File: src/rtl/regfile_wb.sv
// Architectural register file fed by the writeback stage: two combinational
// read ports, r0 hardwired to zero, optional same-cycle write-to-read bypass.
module regfile_wb #(
  parameter int unsigned WIDTH  = 32,
  parameter int unsigned NREGS  = 32,
  parameter int unsigned BYPASS = 1
) (
  input  logic             clock,
  input  logic             reset,
  input  logic             ctrl_writeEnable,
  input  logic [4:0]       ctrl_writeReg,
  input  logic [WIDTH-1:0] data_writeReg,
  input  logic [4:0]       ctrl_readRegA,
  input  logic [4:0]       ctrl_readRegB,
  output logic [WIDTH-1:0] data_readRegA,
  output logic [WIDTH-1:0] data_readRegB
);

  localparam int unsigned IDX_W = 5;

  // r0 has no storage; indices 1..NREGS-1 are real registers
  logic [WIDTH-1:0] regs [1:NREGS-1];
  logic [NREGS-1:0] wr_sel;
  logic             wr_live;
  logic [WIDTH-1:0] stored_a;
  logic [WIDTH-1:0] stored_b;
  logic             byp_a;
  logic             byp_b;

  // One-hot write decode qualified by the write strobe
  always_comb begin
    wr_sel = '0;
    for (int i = 1; i < int'(NREGS); i++) begin
      wr_sel[i] = ctrl_writeEnable && (ctrl_writeReg == IDX_W'(i));
    end
  end

  always_ff @(posedge clock) begin
    if (reset) begin
      for (int i = 1; i < int'(NREGS); i++) begin
        regs[i] <= '0;
      end
    end else begin
      for (int i = 1; i < int'(NREGS); i++) begin
        if (wr_sel[i]) regs[i] <= data_writeReg;
      end
    end
  end

  // Read muxes; index 0 and out-of-range indices return zero
  always_comb begin
    stored_a = '0;
    stored_b = '0;
    for (int i = 1; i < int'(NREGS); i++) begin
      if (ctrl_readRegA == IDX_W'(i)) stored_a = regs[i];
      if (ctrl_readRegB == IDX_W'(i)) stored_b = regs[i];
    end
  end

  // Bypass is suppressed under reset so the reset cycle reads zero
  assign wr_live = (BYPASS != 0) && ctrl_writeEnable && !reset && (ctrl_writeReg != '0);
  assign byp_a   = wr_live && (ctrl_writeReg == ctrl_readRegA);
  assign byp_b   = wr_live && (ctrl_writeReg == ctrl_readRegB);

  assign data_readRegA = byp_a ? data_writeReg : stored_a;
  assign data_readRegB = byp_b ? data_writeReg : stored_b;

endmodule

File: config.mk
export PLATFORM = sky130hd
export DESIGN_NAME = regfile_wb
export DESIGN_NICKNAME = d
export VERILOG_FILES = /design/src/rtl/regfile_wb.sv
export SDC_FILE = /design/constraint.sdc
export NUM_CORES = 2
export LEC_CHECK = 0
export BUFFER_PORTS_ARGS = -buffer_cell sky130_fd_sc_hd__buf_2
export CORE_ASPECT_RATIO = 0.8
export CORE_MARGIN = 2
export CORE_UTILIZATION = 49
export DETAILED_ROUTE_END_ITERATION = 10
export HOLD_SLACK_MARGIN = 0.02
export SETUP_SLACK_MARGIN = 0.15
export SLEW_MARGIN = 20
export SYNTH_ARGS = -nofsm -noshare
export SYNTH_HDL_FRONTEND = slang
export SYNTH_SLANG_ARGS = --single-unit
File: constraint.sdc
create_clock -name clock -period 3.24 [get_ports clock]
set_clock_uncertainty 0.05 [all_clocks]
set_input_delay 0 -clock clock [delete_from_list [all_inputs] [get_ports clock]]
set_output_delay 0 -clock clock [all_outputs]
set_load 0.03 [all_outputs]
==> flow_metrics.tcl <==
set metrics [dict create \
    cpLargestDelayFamily "compound AO/OA/AOI/OAI gates" \
    die_area_sq_mm 0.118 \
    utilization_pct 57.4 \
    ir_worst_vdd_mv 0.451 \
    nets 5617 \
    layout_common_cells "edfxtp_1, and2_1, buf_4" \
    grt_max_degree 65 \
    synth_ff_type "edfxtp_1" \
    drt_pass1_iterations 9 \
    status "finished, violations left" \
    grtUsageTotal_pct 45.0 \
    maxCapViolCount 0 \
    rsz0062_at_grt "yes" \
    synthMuxAreaShare_pct 5.56 \
    synth-async-reset-ratio_pct 0 \
    start_kind "register" \
    grt_pass1_wl_mm 372 \
    drtAntennaViolNets 0 \
    synthesis.nets 5419 \
    place_congestion 1.03 \
    worstMarginPinSlew_ps 1130 \
    combPwrFrac_pct 16.0 \
    htree_levels 3 \
    fp.dieW_microns 383 \
    switching_share_pct 29.3 \
    synth_top_cell_by_area "edfxtp_1" \
    violations "negative setup slack" \
    ys_seq_elements 992 \
    synthXorXnorAreaFrac_pct 0.156 \
    drv_slew 0 \
    largest_registers "regs: 992 flops" \
    top_register "regs" \
    start_util_pct 49.3 \
    wl_per_cell_microns 37.7 \
    tns_ps -150 \
    hold_start "data_writeReg[25]" \
    crit_type "reg -> out" \
    synth_edf_count 992 \
    cts_buffer_depth 3 \
    row_count 111 \
    fill_cells 9740 \
    synth_compound_area_share_pct 18.3 \
    p_int_w 0.0234 \
    area_delta_synth_final_pct 16.6 \
    synthAdderAreaFrac_pct 0 \
    synth_warnings 0 \
    cts_num_sinks 992 \
    setup_viol 1 \
    pwr-share-seq_pct 46.5 \
    path_cells "a21o_1 -> a222oi_1 -> nor2_1 -> a2111oi_2 -> buf_4 -> o2111ai_4 -> a221o_1 -> buf_6" \
    io_pins 114 \
    synth_cell_types 90 \
    vias_per_cell 7.06 \
    synth_top_area_share_pct 52.9 \
    hpwl_mm 191 \
    worst_slack_ps -150 \
    p_per_area_mw_per_mm2 504 \
    antenna_found_initial 14 \
    cts_tree "built" \
    avgSynthCellArea_sq_um 10.5 \
    p_clk_share_pct 37.5 \
    synthCells 5369 \
    synth_area_sq_mm 0.0563 \
    vias 50700 \
    first_global_vias 46700 \
    final_min_period_over_clock_period_pct 105 \
    finalCriticalPeriod_ps 3390 \
    crit_path_end_kind "output port" \
    io_buffers 113 \
    hold_class "in -> reg" \
    yosys.area_share.simple_pct 18.8 \
    core_area_sq_mm 0.114 \
    synth_top_family_by_area "simple AND/OR/NAND/NOR gates" \
    drive_gt1_share_pct 18.4 \
    cts_made_buffers 106 \
    slew_headroom_pct 24.8 \
    p_leak_nw 23.5 \
    yosys-top-cells-area "edfxtp_1, and2_1, o21ai_0" \
    drcViolationCount 0 \
    slowest_stage "a222oi_1" \
    synth_seq_area_share_pct 52.9 \
    p_sw_w 0.00970 \
    hold_violations 0 \
    drt-initial-drc-count 9622 \
    drt_wl_total_mm 270 \
    cpPeakStageDelay_ps 520 \
    required_ps 3190 \
    die_h_microns 307 \
    crit_start "regs[0][382]$_SDFFCE_PN0P_" \
    final_common_cell "edfxtp_1" \
    grt-ovfl-total 0 \
    largest_reg_flops 992 \
    cp.arrival_ps 3340 \
    cts.clk_slew.worst_paths_ps 60 \
    worstPathMaxFanout 2 \
    cts_root_buffer "clkbuf_16" \
    cp_num_buf_inv 2 \
    max_freq_mhz 295 \
]
## cells in the mapped netlist (all sizes together) (27+ instances only)
| cell | count |
|---|---|
| a211oi | 46 |
| a21o | 33 |
| a21oi | 373 |
| a221o | 57 |
| a221oi | 61 |
| a22oi | 114 |
| a31oi | 27 |
| and2 | 971 |
| buf | 191 |
| clkbuf | 351 |
| edfxtp | 992 |
| mux2 | 95 |
| mux2i | 179 |
| nand2 | 240 |
| nand3 | 82 |
| nor2 | 349 |
| nor2b | 29 |
| nor3 | 124 |
| o211ai | 62 |
| o21ai | 390 |
| o221ai | 50 |
| o22ai | 179 |
| or3 | 28 |
## per-layer routing
layer / vias to the layer above / part of all wire (%) / GRT usage [%]
met4: 18 / 6.2 / 22.6
met5: - / 0.084 / 0.700
li1: 20500 / - / -
met1: 25100 / 39 / 63.2
met2: 4319 / 41 / 63.0
met3: 772 / 15 / 13.4
## power groups by stage
stage | logic, W | registers (W) | clock network (W)
CTS | 0.00499 | 0.0153 | 0.0124
global placement | 0.00482 | 0.0156 | 0
finish | 0.00528 | 0.0154 | 0.0124
detailed placement | 0.00483 | 0.0156 | 0
floorplan | 0.00243 | 0.0154 | 0
global route | 0.00533 | 0.0154 | 0.0128
## kinds of logic after synthesis
kind of cell,Yosys count
flip-flops,992
AO/OA/AOI/OAI,1591
multiplexers,286
AND/OR/NAND/NOR,1937
buffers and inverters,553
XOR/XNOR,10
## stage by stage
step / power, W / std cells / setup WS [ps] / hold slack (ps) / area, sq um
global placement: 0.0204 / 6944 / -273 / 403 / 61300
floorplan: 0.0178 / 5369 / 306 / 148 / 56300
global route: 0.0336 / 7176 / -106 / 48.7 / 65600
finish: 0.0331 / 7179 / -150 / 37.2 / 65600
detailed placement: 0.0204 / 6944 / -289 / 396 / 61300
CTS: 0.0327 / 7169 / -20.1 / 21.4 / 65400
## repair_timing
item | in CTS | in global routing
gates resized for setup | 86 | 55
hold buffers | 31 | 0
endpoints found under the setup margin | 33 | 33
hold endpoints to repair | 798 | 0
buffers inserted | 3 | 6
gates cloned | 0 | 0
pin swaps | 27 | 25
## final cells by class
| type | instances | area, sq um | share of cell area, % |
|---|---|---|---|
| multi-input cells | 3824 | 25000 | 38.2 |
| diodes | 4 | 10.0 | 0.0153 |
| clock inverters | 62 | 578 | 0.881 |
| well taps | 1525 | 1910 | 2.91 |
| clock buffers | 129 | 2800 | 4.27 |
| repair buffers | 632 | 5460 | 8.32 |
| inverters | 11 | 42.5 | 0.0648 |
| flip-flops and latches | 992 | 29800 | 45.4 |
## final timing paths
check / to / cells after the start
worst min-delay path: regs[0][953]$_SDFFCE_PN0P_ / 2
worst max-delay path: data_readRegB[30] / 8
(Power assumes the default switching activity.)
